### config.mk
export PLATFORM = sky130hd
export DESIGN_NAME = masked_and_mul3
export DESIGN_NICKNAME = d
export VERILOG_FILES = /design/src/rtl/masked_and_mul3.sv
export SDC_FILE = /design/constraint.sdc
export NUM_CORES = 1
export LEC_CHECK = 0
export ABC_CLOCK_PERIOD_IN_PS = 800
export CORE_UTILIZATION = 41
export DETAILED_ROUTE_END_ITERATION = 10
export PLACE_DENSITY = 0.78
export SLEW_MARGIN = 10
export SYNTH_ARGS = -nofsm -noshare
export SYNTH_HDL_FRONTEND = slang
export SYNTH_SLANG_ARGS = --single-unit
### constraint.sdc
create_clock -name clk -period 0.8 [get_ports clk]
set_input_delay 0.08 -clock clk [delete_from_list [all_inputs] [get_ports clk]]
set_output_delay 0.08 -clock clk [all_outputs]
set_load 0.02 [all_outputs]
### src/rtl/masked_and_mul3.sv
// masked_and_mul3: 4-share (order-3) Boolean-masked AND gadget.
// Computes a fresh sharing z with XOR(z) = XOR(x) & XOR(y), two-stage pipeline,
// one operation per clock, no handshake.
//
// Ports:
//   clk    rising-edge clock
//   rst_n  synchronous active-low reset; clears both pipeline stages
//   x[3:0] shares of operand x (x[i] is share i)
//   y[3:0] shares of operand y (y[i] is share i)
//   r[2:0] fresh uniform random bits, new value every cycle
//   z[3:0] registered shares of the product
module masked_and_mul3 (
  input  logic       clk,
  input  logic       rst_n,
  input  logic [3:0] x,
  input  logic [3:0] y,
  input  logic [2:0] r,
  output logic [3:0] z
);

  localparam int unsigned NSHARE = 4;
  localparam int unsigned NTERM  = 4;

  // Refresh masks; the four of them XOR to zero so the product is unchanged.
  logic [NSHARE-1:0] mask;

  // Cross products p[i][j] = x[i] & y[j].
  logic [NSHARE-1:0] p [NSHARE];

  // Stage-A term registers, one 4-bit group per output share.
  logic [NTERM-1:0] term_s0;
  logic [NTERM-1:0] term_s1;
  logic [NTERM-1:0] term_s2;
  logic [NTERM-1:0] term_s3;

  // Masks derived from the three fresh random bits.
  always_comb begin
    mask    = '0;
    mask[0] = r[0];
    mask[1] = r[1];
    mask[2] = r[2];
    mask[3] = r[0] ^ r[1] ^ r[2];
  end

  // All sixteen partial products.
  always_comb begin
    for (int i = 0; i < int'(NSHARE); i++) begin
      p[i] = '0;
      for (int j = 0; j < int'(NSHARE); j++) begin
        p[i][j] = x[i] & y[j];
      end
    end
  end

  // Stage A: register each term individually; only the diagonal term is
  // masked, so no two products meet in combinational logic.
  always_ff @(posedge clk) begin
    if (!rst_n) begin
      term_s0 <= '0;
      term_s1 <= '0;
      term_s2 <= '0;
      term_s3 <= '0;
    end else begin
      term_s0 <= {p[0][2], p[1][0], p[0][1], p[0][0] ^ mask[0]};
      term_s1 <= {p[1][3], p[2][1], p[1][2], p[1][1] ^ mask[1]};
      term_s2 <= {p[2][0], p[3][2], p[2][3], p[2][2] ^ mask[2]};
      term_s3 <= {p[3][1], p[0][3], p[3][0], p[3][3] ^ mask[3]};
    end
  end

  // Stage B: compress each share from its own registered terms only.
  always_ff @(posedge clk) begin
    if (!rst_n) begin
      z <= '0;
    end else begin
      z <= {^term_s3, ^term_s2, ^term_s1, ^term_s0};
    end
  end

endmodule

==> results.cfg, run 1 <==
[route]
drtIter0Drc = 5
wl_per_cell_um = 10.32
firstDrtPassIters = 2
viasPerCell = 4.510
wirelength_um = 1073
vias = 469
drc = 0
drtAntennaViolNets = 0

[status]
status = finished with violations
violations = setup timing

[global_route]
grt_overflow = 0
grt_use_total = 0.1225
grt_max_degree = 21
grt_pass1_wl_um = 1669
antenna_found_initial = 0
grt_pass1_vias = 433

[critical_path]
cp_slowest_cell = dfxtp_2
r2r_slack_ns = -0.03
reg2reg_to = z[1]
crit_arrival_ns = 1.01
start_kind = register
critPathCaptureType = register
cp_slowest_stage_delay_ns = 0.33
r2r-start = term_s1[2]
rr_worst_depth = 3
endpoint = z[1]
cp.depth = 3
crit_family = flip-flops
cp_num_buf_inv = 0
cp.required_ns = 0.98
critPathLaunch = term_s1[2]
crit_type = reg2reg
cp_max_fo = 1
cp_cell_sequence = xor2_1 > xnor2_1 > and2_1

[placed_design]
dp.cells = 101
gp_congestion = 0.7028
io_buffers = 16
dp.final_hpwl_um = 786.3
pre_cts_slack_ns = -0.4697

[synth]
synth_ff_type = dfxtp_1
syn_inst = 63
synth_nets = 76
ys_types = 8
ys_seq_elements = 20
syn_area_um2 = 710.7
synth-edff-count = 0
avgSynthCellArea_um2 = 11.28
netlist.area_leader.share = 0.5634
synth_top_area_cell = dfxtp_1
yosys-top-cells-area = dfxtp_1, xnor2_1, and3_1
async_reset_ff_frac = 0
synthTopCellsByCount = dfxtp_1, and3_1, xnor2_1
ys_warn_count = 0
yosysMostFrequentCell = dfxtp_1
ys_seq_area_frac = 0.5634

[cells_and_area]
fin_nets = 103
final_util = 0.6477
fin_cells = 104
areaGrowthSynthToFinish_pct = 42.08
drive_gt1_frac = 0.3636
n_antenna_cell = 0

[clock_tree]
cts_buffers = 3
h-tree-depth = 1
cts_tree = built
clockRootBuffer = clkbuf_4
cts_hold_buf = 0
cts_setup_buffers = 0
clock_path_buffers = 2
cts_sinks = 20
clk_pin_slew_ns = 0.10
clock_latency_ns = 0.28

[timing]
hold_viol = 0
slew_headroom = 0.8866
fin_crit_sh = 1.038
setup_viol_count_final = 7
setup_ws_ns = -0.03019
finClkSkew_ns = 0.003609
worst_pin_slew_ns = 0.1695
fmax_mhz = 1205
rsz0062_at_grt = yes
slew_viol_final = 0
period_needed_ns = 0.8302

[pwr]
p_sw_frac = 0.2185
pwr_density_cell_nw_per_um2 = 1873
p_sw_uw = 413.3
p_leak_nw = 0.4924
design_power_total_mw = 1.892
internal-power_mw = 1.478
p_clk_frac = 0.223
seqPwrFrac = 0.587
peakVddDrop_uv = 874.7
pwr-share-comb = 0.190

[floorplanning]
core_area_um2 = 1559
num_rows = 14
start_util = 0.4559
num_io_pins = 17
fp.dieW_um = 43.64
die_y_um = 43.64
die-area_um2 = 1904

[min_path]
min-delay-path-class = in2reg

[run]
cap_violations = 0
state kept, by name, summed over array words and instances (netlist names):
| signal | count |
|---|---|
| term_s0 | 4 |
| term_s1 | 4 |
| term_s2 | 4 |
| term_s3 | 4 |
| z | 4 |
repair_timing:
| action | in CTS | in global routing |
|---|---|---|
| pin swaps | 8 | 5 |
| gates resized for setup | 36 | 10 |
| endpoints found under the setup margin | 9 | 9 |
worst register-to-register path, stage by stage (launching register included):
cell and delay [ns]:
dfxtp_2 0.33, xor2_1 0.16, xnor2_1 0.12, and2_1 0.13
worst min path at each step:
| stage | to | from | slack, ns | cells after the start |
|---|---|---|---|---|
| after global routing | term_s3[3] | y[1] | 0.14 | 2 |
| after floorplan | term_s0[1] | y[1] | 0.23 | 1 |
| after CTS | term_s3[1] | x[3] | 0.23 | 2 |
| after global placement | z[0] | term_s0[2] | 0.61 | 3 |
| after detailed placement | z[1] | term_s1[2] | 0.62 | 3 |
| final | term_s3[3] | y[1] | 0.15 | 2 |
power by group through the flow:
stage	Combinational [mW]	Sequential, mW	Clock, mW
floorplan	0.152	1.14	0
finish	0.360	1.11	0.422
global route	0.392	1.12	0.491
detailed placement	0.354	1.11	0
CTS	0.351	1.10	0.443
global placement	0.349	1.11	0
routing by layer:
metal | global-route usage | vias up | share of wire | wire, um
li1 | - | 251 | - | -
met1 | 0.1470 | 202 | 0.44 | 469
met2 | 0.2000 | 14 | 0.51 | 549
met3 | 0.03750 | 2 | 0.036 | 39
met4 | 0.05625 | 0 | 0.013 | 14
met5 | 0 | - | 0 | 0
cell type report:
cell class                      count  area (um^2)
Sequential cell                    20        416.7
Timing Repair Buffer               24        217.7
Clock buffer                        3        22.52
Tap cell                           16        20.02
Multi-Input combinational cell     41        332.8
Fill cell                         137        549.3
metrics by stage:
stage / hold WS, ns / cell area, um^2 / setup TNS [ns]
2_1_floorplan: 0.2259 / 710.7 / -0.01390
3_3_place_gp: 0.6135 / 943.4 / -4.219
3_5_place_dp: 0.6227 / 943.4 / -4.436
4_1_cts: 0.2255 / 977.2 / -0.1507
5_1_grt: 0.1414 / 1010 / -0.4119
6_report: 0.1499 / 1010 / -0.1096
cell usage in the layout, fill, tap and decap left out:
master,n
and2_1,8
and3_1,12
buf_4,9
buf_6,3
clkbuf_4,3
clkdlybuf4s50_1,6
dfxtp_1,7
dfxtp_2,13
dlygate4sd2_1,5
dlymetal6s2s_1,1
nand2_1,4
xnor2_1,7
xnor2_2,4
xnor3_1,1
xor2_1,5
cells by family (layout without fill, tap and decap cells):
| group | after synthesis | count (layout) | share of synthesized area |
|---|---|---|---|
| and+or+nand+nor | 24 | 24 | 0.1972 |
| xor gates and xnor gates | 17 | 17 | 0.2289 |
| buffers and inverters | 2 | 27 | 0.01057 |
| DFF | 20 | 20 | 0.5634 |
No activity file was read; power rests on OpenSTA's default activity.
==> inputs of run 2 (changes only) <==
Settings changed: CELL_PAD_IN_SITES_DETAIL_PLACEMENT from default to 1, CELL_PAD_IN_SITES_GLOBAL_PLACEMENT from default to 2, CORE_UTILIZATION 41 to 26, PLACE_DENSITY 0.78 to 0.77.
==> results.cfg, run 2 (same netlist as run 1, synthesis figures left out) <==
[cells_and_area]
filler_cell_count = 297
final_common_cell = and3_1
n_antenna_cell = 0
drive_gt1_frac = 0.3736
fin_nets = 106
seq_area_um2 = 414.1
areaGrowthSynthToFinish_pct = 50.70
multi_input_area_um2 = 340.3
layout_common_cells = and3_1, dfxtp_2, buf_4
stdcell_area_um2 = 1071

[timing]
finClkSkew_ns = 0.001054
setup_viol_count_final = 8
slew_viol_final = 0
fin_crit_sh = 1.060
worst_pin_slew_ns = 0.1591
period_needed_ns = 0.8483
fmax_mhz = 1179
setup_ws_ns = -0.04826
slew_headroom = 0.8932
worst_hold_slack_ns = 0.2398
hold_viol = 0
rsz0062_at_grt = yes

[route]
wirelength_um = 1372
drtIter0Drc = 9
firstDrtPassIters = 2
drtAntennaViolNets = 0
viasPerCell = 4.050
vias = 490
wl_per_cell_um = 11.34
drc = 0

[critical_path]
r2r_slack_ns = -0.05
cp.required_ns = 0.99
cp_max_fo = 1
critPathCaptureType = register
crit_type = reg2reg
crit_arrival_ns = 1.04
start_kind = register

[floorplanning]
start_util = 0.2817
core_area_um2 = 2522
die-area_um2 = 2946
num_rows = 18
die_y_um = 54.28
num_io_pins = 17
fp.dieW_um = 54.28

[global_route]
antenna_found_initial = 0
grt_max_degree = 21
grt_overflow = 0
grt_pass1_vias = 480
grt_pass1_wl_um = 2325
grt_use_total = 0.1177

[placed_design]
dp.final_hpwl_um = 1104
pre_cts_slack_ns = -0.5201
io_buffers = 16
place_area_um2 = 996.0
gp_congestion = 0.6885

[clock_tree]
h-tree-depth = 1
clock_latency_ns = 0.28
clock_path_buffers = 2
clk_pin_slew_ns = 0.10
cts_setup_buffers = 0
cts_hold_buf = 0
clockRootBuffer = clkbuf_4
cts_tree = built
cts_sinks = 20
cts_buffers = 3

[pwr]
peakVddDrop_uv = 753.4
design_power_total_mw = 1.956
p_leak_nw = 0.4931
pwr_density_cell_nw_per_um2 = 1827

[status]
violations = setup timing
status = finished with violations

[run]
cap_violations = 0

[min_path]
min-delay-path-class = in2reg
==> run 2: changes by cell type in the layout (fill, tap and decap cells not counted) <==
cell             change
xnor2_2              -2
buf_6                +1
dlymetal6s2s_1       -1
dfxtp_2              -2
xor2_2               +3
dfxtp_1              +2
clkdlybuf4s15_1      +1
buf_4                +1
clkdlybuf4s50_1      +2
buf_12               +1
dlygate4sd2_1        -2
xnor2_1              +2
xor2_1               -3
==> run 2: cell type report <==
class,count,area share
clock buffers,3,0.02103
multi-input cells,41,0.3178
flip-flops and latches,20,0.3867
well taps,30,0.03505
repair buffers,27,0.2395
==> run 2: critical path, cell delays in order (launching register included) <==
cell and delay (ns):
dfxtp_2 0.34, xor2_2 0.17, xnor2_1 0.11, and2_1 0.13
==> run 2: worst paths after layout <==
| check | startpoint | to | cells past startpoint |
|---|---|---|---|
| worst max register to register | term_s1[3] | z[1] | 3 |
| worst min register to register | term_s3[3] | z[3] | 3 |
| worst max-delay path | term_s1[3] | z[1] | 3 |
| worst min-delay path | x[3] | term_s2[2] | 2 |
==> run 2: per-stage QoR <==
stage | TNS [ns] | utilization | instances
after floorplan | -0.01390 | - | 63
after global placement | -4.483 | 0.3948 | 118
after detailed placement | -4.808 | 0.3948 | 118
after CTS | -0.2752 | 0.4132 | 121
after global routing | -0.5376 | 0.4246 | 121
final | -0.2240 | 0.4246 | 121
==> run 2: per-layer routing <==
metal | global-route usage | wire length (um) | vias up
met1 | 0.1404 | 615 | 225
met5 | 0 | 0 | -
met2 | 0.2012 | 711 | 9
met4 | 0.05128 | 10 | 0
met3 | 0.02500 | 35 | 2
li1 | - | - | 254
==> run 2: repair_timing <==
item                       4_1_cts  5_1_grt
pin swaps                       11        2
resized for setup               37        8
setup endpoints to repair        9        8
==> run 2: power breakdown <==
| group | total (mW) | switching [mW] | internal, mW | leakage, nW |
|---|---|---|---|---|
| combinational | 0.395 | 0.142 | 0.253 | 0.310 |
| sequential | 1.11 | 0.0378 | 1.07 | 0.169 |
| clock | 0.452 | 0.277 | 0.175 | 0.0138 |
